[src/rtl/des_key_schedule_dec.sv]
//==============================================================================
// des_key_schedule_dec : DES decryption key schedule, emits K16..K1 one per cycle
// Optional macro DES_KEYSCHED_HOLD_EN adds an 'advance' stall input.  Rev 1.0
//==============================================================================
`default_nettype none

module des_key_schedule_dec (
  input  logic        clk,
  input  logic        rst,
  input  logic        start,
  input  logic [0:63] key_in,
`ifdef DES_KEYSCHED_HOLD_EN
  input  logic        advance,
`endif
  output logic        ready,
  output logic        subkey_valid,
  output logic [0:47] subkey,
  output logic [3:0]  rnd,
  output logic        done
);

  localparam int unsigned c_pc1 [56] = '{
    57, 49, 41, 33, 25, 17,  9,  1, 58, 50, 42, 34, 26, 18,
    10,  2, 59, 51, 43, 35, 27, 19, 11,  3, 60, 52, 44, 36,
    63, 55, 47, 39, 31, 23, 15,  7, 62, 54, 46, 38, 30, 22,
    14,  6, 61, 53, 45, 37, 29, 21, 13,  5, 28, 20, 12,  4};

  localparam int unsigned c_pc2 [48] = '{
    14, 17, 11, 24,  1,  5,  3, 28, 15,  6, 21, 10,
    23, 19, 12,  4, 26,  8, 16,  7, 27, 20, 13,  2,
    41, 52, 31, 37, 47, 55, 30, 40, 51, 45, 33, 48,
    44, 49, 39, 56, 34, 53, 46, 42, 50, 36, 29, 32};

  typedef enum logic [0:0] {IDLE = 1'b0, RUN = 1'b1} state_e;

  function automatic logic [0:55] pc1(input logic [0:63] k);
    logic [0:55] r;
    for (int i = 0; i < 56; i++) r[i] = k[c_pc1[i] - 1];
    return r;
  endfunction

  function automatic logic [0:47] pc2(input logic [0:55] cd);
    logic [0:47] r;
    for (int i = 0; i < 48; i++) r[i] = cd[c_pc2[i] - 1];
    return r;
  endfunction

  function automatic logic [0:27] rotr(input logic [0:27] x, input logic by_one);
    return by_one ? {x[27], x[0:26]} : {x[26:27], x[0:25]};
  endfunction

  state_e      state_q, state_d;
  logic [3:0]  cnt_q, cnt_d;
  logic [0:27] c_q, c_d, d_q, d_d;
  logic        done_q, done_d;
  logic        w_adv;
  logic        w_one;
  logic [0:55] w_pc1;

`ifdef DES_KEYSCHED_HOLD_EN
  assign w_adv = advance;
`else
  assign w_adv = 1'b1;
`endif

  // Decryption rounds 2, 9 and 16 undo the single-bit encryption shifts.
  assign w_one = (cnt_q == 4'd0) || (cnt_q == 4'd7) || (cnt_q == 4'd14);
  assign w_pc1 = pc1(key_in);

  always_ff @(posedge clk or posedge rst) begin
    if (rst) begin
      state_q <= IDLE;
      cnt_q   <= 4'd0;
      c_q     <= '0;
      d_q     <= '0;
      done_q  <= 1'b0;
    end else begin
      state_q <= state_d;
      cnt_q   <= cnt_d;
      c_q     <= c_d;
      d_q     <= d_d;
      done_q  <= done_d;
    end
  end

  always_comb begin
    state_d = state_q;
    cnt_d   = cnt_q;
    c_d     = c_q;
    d_d     = d_q;
    done_d  = 1'b0;
    case (state_q)
      IDLE: begin
        if (start) begin
          c_d     = w_pc1[0:27];
          d_d     = w_pc1[28:55];
          cnt_d   = 4'd0;
          state_d = RUN;
        end
      end
      RUN: begin
        if (w_adv) begin
          if (cnt_q == 4'd15) begin
            state_d = IDLE;
            cnt_d   = 4'd0;
            done_d  = 1'b1;
          end else begin
            cnt_d = cnt_q + 4'd1;
            c_d   = rotr(c_q, w_one);
            d_d   = rotr(d_q, w_one);
          end
        end
      end
      default: state_d = IDLE;
    endcase
  end

  assign ready        = (state_q == IDLE);
  assign subkey_valid = (state_q == RUN);
  assign rnd          = cnt_q;
  assign subkey       = pc2({c_q, d_q});
  assign done         = done_q;

endmodule

`default_nettype wire

[config.mk]
export PLATFORM = sky130hd
export DESIGN_NAME = des_key_schedule_dec
export DESIGN_NICKNAME = d
export VERILOG_FILES = /design/src/rtl/des_key_schedule_dec.sv
export SDC_FILE = /design/constraint.sdc
export NUM_CORES = 1
export LEC_CHECK = 0
export CORE_MARGIN = 10
export CORE_UTILIZATION = 25
export CTS_BUF_LIST = sky130_fd_sc_hd__clkbuf_4
export CTS_CLUSTER_DIAMETER = 30
export DETAILED_ROUTE_END_ITERATION = 8
export GPL_TIMING_DRIVEN = 1
export PLACE_DENSITY = 0.44
export SLEW_MARGIN = 5
export SYNTH_ARGS = -nofsm -noshare
export SYNTH_HDL_FRONTEND = slang
export SYNTH_SLANG_ARGS = --single-unit
[constraint.sdc]
create_clock -name clk -period 4.5 [get_ports clk]
set_input_delay 0.675 -clock clk [delete_from_list [all_inputs] [get_ports clk]]
set_output_delay 0.675 -clock clk [all_outputs]
set_load 0.05 [all_outputs]
; Word-level counts from Yosys, hierarchy flattened
; Cells that the tools add are included.
[word_totals]
reg_bits = 62
latch_bits = 0
ram_bits = 0
rom_bits = 0
in_bits = 67
out_inout_bits = 55
elab_cells = 32
mem_count = 0
[classes]
n_addsub = 1
mul = 0
div = 0
magnitude_cmp = 0
eq_ne = 5
shift = 0
muxes = 16
bitwise_logic = 1
n_reduce_logical = 4
[op_table]
columns = op, n
row1 = 2-to-1 mux 28 bit, 6
row2 = one-hot mux 28 bit (2 select lines), 2
row3 = equality test 4 bit (second input constant), 2
row4 = 2-to-1 mux 4 bit, 2
row5 = one-hot mux 4 bit (2 select lines), 1
row6 = adder 4 x 1 -> 4 bit (second input constant), 1
row7 = equality test 4 x 3 -> 1 bit (second input constant), 1
row8 = zero test 4 bit, 1
row9 = 2-to-1 mux 1 bit, 4
row10 = inequality test 2 bit (second input constant), 2
row11 = logical OR 1 bit, 2
row12 = one-hot mux 1 bit (2 select lines), 1
row13 = AND reduction 2 bit, 1
row14 = NOT 1 bit, 1

; Longest topological paths before layout
; Gate-level depths: netlist (run 1).
[logic_depth]
depth_word = 6
depth_mapped = 8
depth_no_buf = 7

; Worst setup path after synthesis (run 1)
; OpenSTA, ideal clock, no wires.
[synth_timing]
kind = reg-to-reg
startpoint = register cnt_q[0] (netlist: rnd[0])
endpoint = register c_q[15] (netlist name)
setup_time_ns = 0.118
arrival_time_ns = 1.993
t_required_ns = 4.382
path_slack_ns = 2.389
stages_incl_launch_ff = 9
path_buffers = 2
period_less_slack_ns = 2.111
path_cell_list = dfrtp_1 inv_1 ha_1 mux2i_1 buf_4 buf_4 mux2i_1 a222oi_1 a21o_1
[synth_between]
elab_chain_cells = 6
elab_cells_between_ends = 11
cone_classes = eq/ne (4) / mux (3) / reduce/logical (4)
[synth_rtl]
columns = element, line_no
row1 = from (decl), 53  ; logic [3:0] cnt_q, cnt_d;
row2 = from (signal assigned), 79  ; cnt_q <= cnt_d;
row3 = equality test 4 x 3 -> 1 bit / zero test 4 bit (equally long branches), 67  ; assign w_one = (cnt_q == 4'd0) || (cnt_q == 4'd7) || (cnt_q == 4'd14);
row4 = logical OR 1 bit (2 in series), 67
row5 = 2-to-1 mux 28 bit, 49  ; return by_one ? {x[27], x[0:26]} : {x[26:27], x[0:25]};
row6 = 2-to-1 mux 28 bit, 103  ; if (cnt_q == 4'd15) begin
row7 = one-hot mux 28 bit (2 select lines), 92  ; case (state_q)
row8 = to (signal assigned), 74  ; c_q <= '0;
row9 = to (signal assigned), 80  ; c_q <= c_d;
row10 = to (decl), 54  ; logic [0:27] c_q, c_d, d_q, d_d;
; Parallel ways exist; a longest one is shown, timed or not. The select of a mux whose other input is x is not followed.
; A chain may end at the register's enable or synchronous reset.

; Worst setup path after layout (run 1)
[layout_timing]
startpoint = register cnt_q[0] (netlist: rnd[0])
endpoint = register c_q[3] (netlist name)
; The elaborated chain is that of the path after synthesis.

==> results.cfg, run 1 <==
[sta]
slew_headroom_pct = 16.2
setup_viol = 0
fin_hold_ws_ns = 0.566
max_clock_freq_mhz = 360
finClkSkew_ns = 0.0130
setup_ws_ns = 1.72
setup_tns_ns = 0
worst_pin_slew_ns = 1.26
period_share_pct = 61.8
fin_crit_ns = 2.78
finalHoldViolCount = 0
rsz0062_at_grt = false
drv_slew = 0

[placed_design]
gp_congestion = 0.742
preCtsSetupSlack_ns = 1.51
port_buffers = 113
dp_hpwl_um = 9460

[power]
ir_drop_v = 0.000398
p_leak_uw = 0.00272
power_density_mw_per_mm2 = 924

[clock_network]
cts_buffers = 9
tritoncts = yes
htreeDepth = 3
cts_setup_buffers = 0
cts_hold_repair.buffers = 0
clk_pin_slew_ns = 0.11
ctsLongestPathBuffers = 2
worst_skew_pair.late_latency_ns = 0.43
clock_sinks = 62
post_cts_resized = 0
cts_root_buffer = clkbuf_4

[cells_and_area]
final_cell_mix = 113 x clkdlybuf4s50_1, 109 x mux2i_1, 62 x dfrtp_1, 58 x nand2_1, 55 x a21o_1
final_common_cell = clkdlybuf4s50_1
finish.utilization_pct = 30.5
final_nets = 579
area_growth_pct = 20.7
num-fill-cells = 1960
drive_gt1_share_pct = 5.85

[yosys]
post_synth.cell_area_avg_um2 = 10.1
synthesis.area_mm2 = 0.00472
synth_top_area_share_pct = 32.9
async_flop_share_pct = 100
yosys_warnings = 0
synth_ff_type = dfrtp_1
syn-num-nets = 537
netlist_instances = 467
synthTopCellsByArea = dfrtp_1 33%, mux2i_1 23%, a222oi_1 11%
seq_area_frac_synth_pct = 32.9
synth_edf_count = 0
synth.distinct_cells = 31
synth_area_leader_cell = dfrtp_1
yosys_register_bits = 62

[critical_path]
required_ns = 4.81
cp-endpoint = c_q[3]$_DFFE_PP0P_
timing.rr.start = rnd[0]$_DFFE_PP0P_
critPathMaxFanout = 25
crit_path_end_kind = register
critical-path-slowest-cell = mux2i_4
r2r-end = c_q[3]$_DFFE_PP0P_
crit_type = register to register
rrSetupSlack_ns = 1.72
critPathLaunchType = register
crit_chain = ha_1 > mux2i_4 > buf_4 > mux2_1 > o21ai_1 > a31oi_1
max_stage_delay_ns = 0.72
startpoint = rnd[0]$_DFFE_PP0P_
reg2regPathDepth = 6
critical_path_arrival_ns = 3.09

[drt]
drt_first_pass_iters = 8
via_per_inst = 5.26
drtAntennaViolNets = 0
drc_errors = 0
routedWlPerCell_um = 19.8
wl_um = 14800
vias = 3938
drt_iter0_drc = 458

[floorplanning]
fp.dieArea_mm2 = 0.0248
rows = 50
core_area_mm2 = 0.0186
die_w_um = 157
start_util_pct = 25.3
die_h_um = 157
ios = 122

[hold_path]
whs_path_depth = 1
hp-class = register to register

[run_status]
status = finished clean

[grt]
grt_max_degree = 57
grtUsageTotal_pct = 11.9
grt_pass1_wl_um = 23500
grt_overflow = 0
antenna_found_initial = 1
first_global_vias = 4063

[run]
cap_viol_max_count = 0
critical path: cells and delay by family, from the launching register on:
| family | cells | cell delay (ns) |
|---|---|---|
| AOI/OAI and AO/OA | 2 | 0.21 |
| buffers and inverters | 1 | 0.55 |
| DFF | 1 | 0.48 |
| adders and majority gates | 1 | 0.32 |
| muxes | 2 | 1.08 |
synthesized netlist by cell type, types with 3 or more instances:
master	n
clkbuf_1	10
nand2_1	59
buf_12	5
ha_1	3
mux2i_1	110
a21o_1	55
buf_4	55
a222oi_1	54
dfrtp_1	62
inv_1	5
nor2_1	7
buf_2	20
per-layer routing:
| layer | routed length [µm] | vias to the layer above | global-route usage, % |
|---|---|---|---|
| li1 | - | 1818 | - |
| met1 | 6770 | 1992 | 15.6 |
| met2 | 6870 | 115 | 18.7 |
| met3 | 971 | 13 | 2.81 |
| met4 | 190 | 0 | 4.14 |
| met5 | 0 | - | 0 |
stage by stage:
stage / total power [µW] / cell area (µm²) / std cells
floorplan: 4310 / 4720 / 467
global placement: 4910 / 5590 / 732
detailed placement: 4960 / 5590 / 732
CTS: 5320 / 5690 / 747
global route: 5650 / 5690 / 748
finish: 5260 / 5690 / 748
how the worst min path moves through the flow:
| stage | from | to | slack (ns) |
|---|---|---|---|
| global route | d_q[9]$_DFFE_PP0P_ | d_q[9]$_DFFE_PP0P_ | 0.58 |
| global placement | d_q[6]$_DFFE_PP0P_ | d_q[6]$_DFFE_PP0P_ | 0.54 |
| CTS | c_q[8]$_DFFE_PP0P_ | c_q[8]$_DFFE_PP0P_ | 0.57 |
| detailed placement | c_q[8]$_DFFE_PP0P_ | c_q[8]$_DFFE_PP0P_ | 0.54 |
| finish | c_q[8]$_DFFE_PP0P_ | c_q[8]$_DFFE_PP0P_ | 0.57 |
| floorplan | c_q[1]$_DFFE_PP0P_ | c_q[1]$_DFFE_PP0P_ | 0.51 |
kinds of logic (layout without fill, tap and decap cells):
group / Yosys count / after routing / share of synthesized area (%)
compound gates: 121 / 121 / 21.9
fa+ha+maj: 3 / 3 / 0.796
buf+inv: 96 / 142 / 14.3
flops: 62 / 62 / 32.9
mux: 112 / 112 / 23.8
other cells: 0 / 1 / 0
simple gates: 73 / 73 / 6.29
cell type report:
cell class / instances / area, µm² / share of cell area (%)
antenna: 1 / 2.50 / 0.0440
clock buffer: 12 / 90.1 / 1.58
clock inverter: 3 / 12.5 / 0.220
inverter: 6 / 22.5 / 0.396
multi-input combinational: 309 / 2530 / 44.4
sequential: 62 / 1550 / 27.3
tap: 234 / 293 / 5.15
timing repair buffer: 121 / 1190 / 20.9
power by group:
| part | internal [µW] | switching (µW) | leakage, µW |
|---|---|---|---|
| Sequential | 839 | 414 | 0.000669 |
| Combinational | 1600 | 2070 | 0.00199 |
| Clock | 125 | 213 | 0.0000623 |
| Total | 2560 | 2690 | 0.00272 |
sequential cells by signal, summed over array words and instances (netlist names):
register      flops
c_q              28
d_q              28
done              1
rnd               4
subkey_valid      1
No activity file was read; power rests on OpenSTA's default activity.
==> inputs of run 2 (changes only) <==
clock period = 2.8 ns   (was 4.5 ns; I/O delays follow)
==> run 2 against run 1 <==
Compared with the run above:
- power grew 64%
- cell area grew 2.4%
- sequential share of layout area shrank 0.63 points
- first-iteration DRC count shrank 3.9%
- die area is the same
- via count shrank 0.41%
- clock skew shrank 0.00054 ns
- final cell count grew 0.94%
- register-to-register slack lost 1.2 ns
- non-clock buffer count grew 4
- critical path type is now register to primary output
==> results.cfg, run 2 (same netlist as run 1, synthesis figures left out) <==
[clock_network]
cts_root_buffer = clkbuf_4
post_cts_resized = 0
clk_pin_slew_ns = 0.11
cts_setup_buffers = 0
clock_sinks = 62
cts_hold_repair.buffers = 0
cts_buffers = 9
tritoncts = yes
ctsLongestPathBuffers = 2
worst_skew_pair.late_latency_ns = 0.44
htreeDepth = 3

[drt]
maxUsedRoutingLayer = met4
wl_met1_um = 6670
met2_length_um = 6870
drt_first_pass_iters = 7
via_per_inst = 5.19
wl_um = 14800
drt_iter0_drc = 440
vias = 3922
drc_errors = 0
drtAntennaViolNets = 0
routedWlPerCell_um = 19.6
met3_wirelength_um = 1070

[critical_path]
critPathMaxFanout = 11
r2r-end = d_q[14]$_DFFE_PP0P_
timing.rr.start = rnd[0]$_DFFE_PP0P_
critical_path_arrival_ns = 2.08
critPathLaunchType = register
rrSetupSlack_ns = 0.54
reg2regPathDepth = 7
crit_type = register to primary output
required_ns = 2.38
crit_path_end_kind = primary output

[sta]
max_clock_freq_mhz = 400
setup_viol = 0
fin_crit_ns = 2.50
drv_slew = 0
worst_pin_slew_ns = 0.681
period_share_pct = 89.3
finClkSkew_ns = 0.0125
finalHoldViolCount = 0
fin_hold_ws_ns = 0.347
setup_ws_ns = 0.300
slew_headroom_pct = 54.6
rsz0062_at_grt = false
setup_tns_ns = 0

[floorplanning]
die_h_um = 157
fp.dieArea_mm2 = 0.0248
die_w_um = 157
rows = 50
ios = 122
core_area_mm2 = 0.0186
start_util_pct = 25.3

[cells_and_area]
final_cell_mix = 113 x clkdlybuf4s50_1, 109 x mux2i_1, 62 x dfrtp_1, 58 x nand2_1, 55 x a21o_1
regArea_mm2 = 0.00155
finish.utilization_pct = 31.2
final_nets = 583
drive_gt1_share_pct = 6.76
area_growth_pct = 23.5
num-fill-cells = 1963
final_common_cell = clkdlybuf4s50_1
multi_input_area_mm2 = 0.00253

[hold_path]
hp-class = input pin to asynchronous set/reset pin

[grt]
grtUsageTotal_pct = 11.5
grt_max_degree = 63
grt_overflow = 0
antenna_found_initial = 2
grt_pass1_wl_um = 22800
first_global_vias = 4033

[placed_design]
gp_congestion = 0.723
port_buffers = 113
preCtsSetupSlack_ns = 0.558
dp_hpwl_um = 9460

[power]
power_density_mw_per_mm2 = 1480
ir_drop_v = 0.000659
power.total_uw = 8640
p_leak_uw = 0.00278

[run]
cap_viol_max_count = 0

[run_status]
status = finished clean
run 2: cell type report:
type                    instances  area share, %
multi-input cells             309           43.4
flip-flops and latches         62           26.6
repair buffers                125           22.3
well taps                     234           5.03
clock buffers                  10           1.29
clock inverters                 6          0.902
inverters                       6          0.387
diodes                          3          0.129
run 2: worst max path at each step:
stage	from	to	slack (ns)	cells after the start
after floorplan	rnd[0]$_DFFE_PP0P_	c_q[15]$_DFFE_PP0P_	0.69	8
after global placement	start	d_q[12]$_DFFE_PP0P_	0.57	5
after detailed placement	rnd[0]$_DFFE_PP0P_	d_q[15]$_DFFE_PP0P_	0.56	7
after CTS	subkey_valid$_DFF_PP0_	ready	0.26	2
after global routing	subkey_valid$_DFF_PP0_	ready	0.19	2
final	subkey_valid$_DFF_PP0_	ready	0.30	2
run 2: routing by layer:
| layer | track usage [%] | vias to the layer above |
|---|---|---|
| met2 | 18.0 | 117 |
| met1 | 14.6 | 1960 |
| met4 | 4.23 | 0 |
| met3 | 3.47 | 13 |
| met5 | 0 | - |
| li1 | - | 1832 |
run 2: through the flow:
step,std cells,cell area (µm²)
2_1_floorplan,467,4720
3_3_place_gp,736,5690
3_5_place_dp,736,5690
4_1_cts,752,5820
5_1_grt,755,5830
6_report,755,5830
run 2: power breakdown:
part / leakage [µW] / internal (µW) / switching, µW
sequential: 0.000669 / 1350 / 663
combinational: 0.00203 / 2650 / 3350
clock: 0.0000750 / 272 / 357
run 2: worst max-delay path: stages, from the launching register on:
cell and delay [ns]:
dfrtp_1 0.56, inv_2 0.24, clkdlybuf4s50_1 0.84
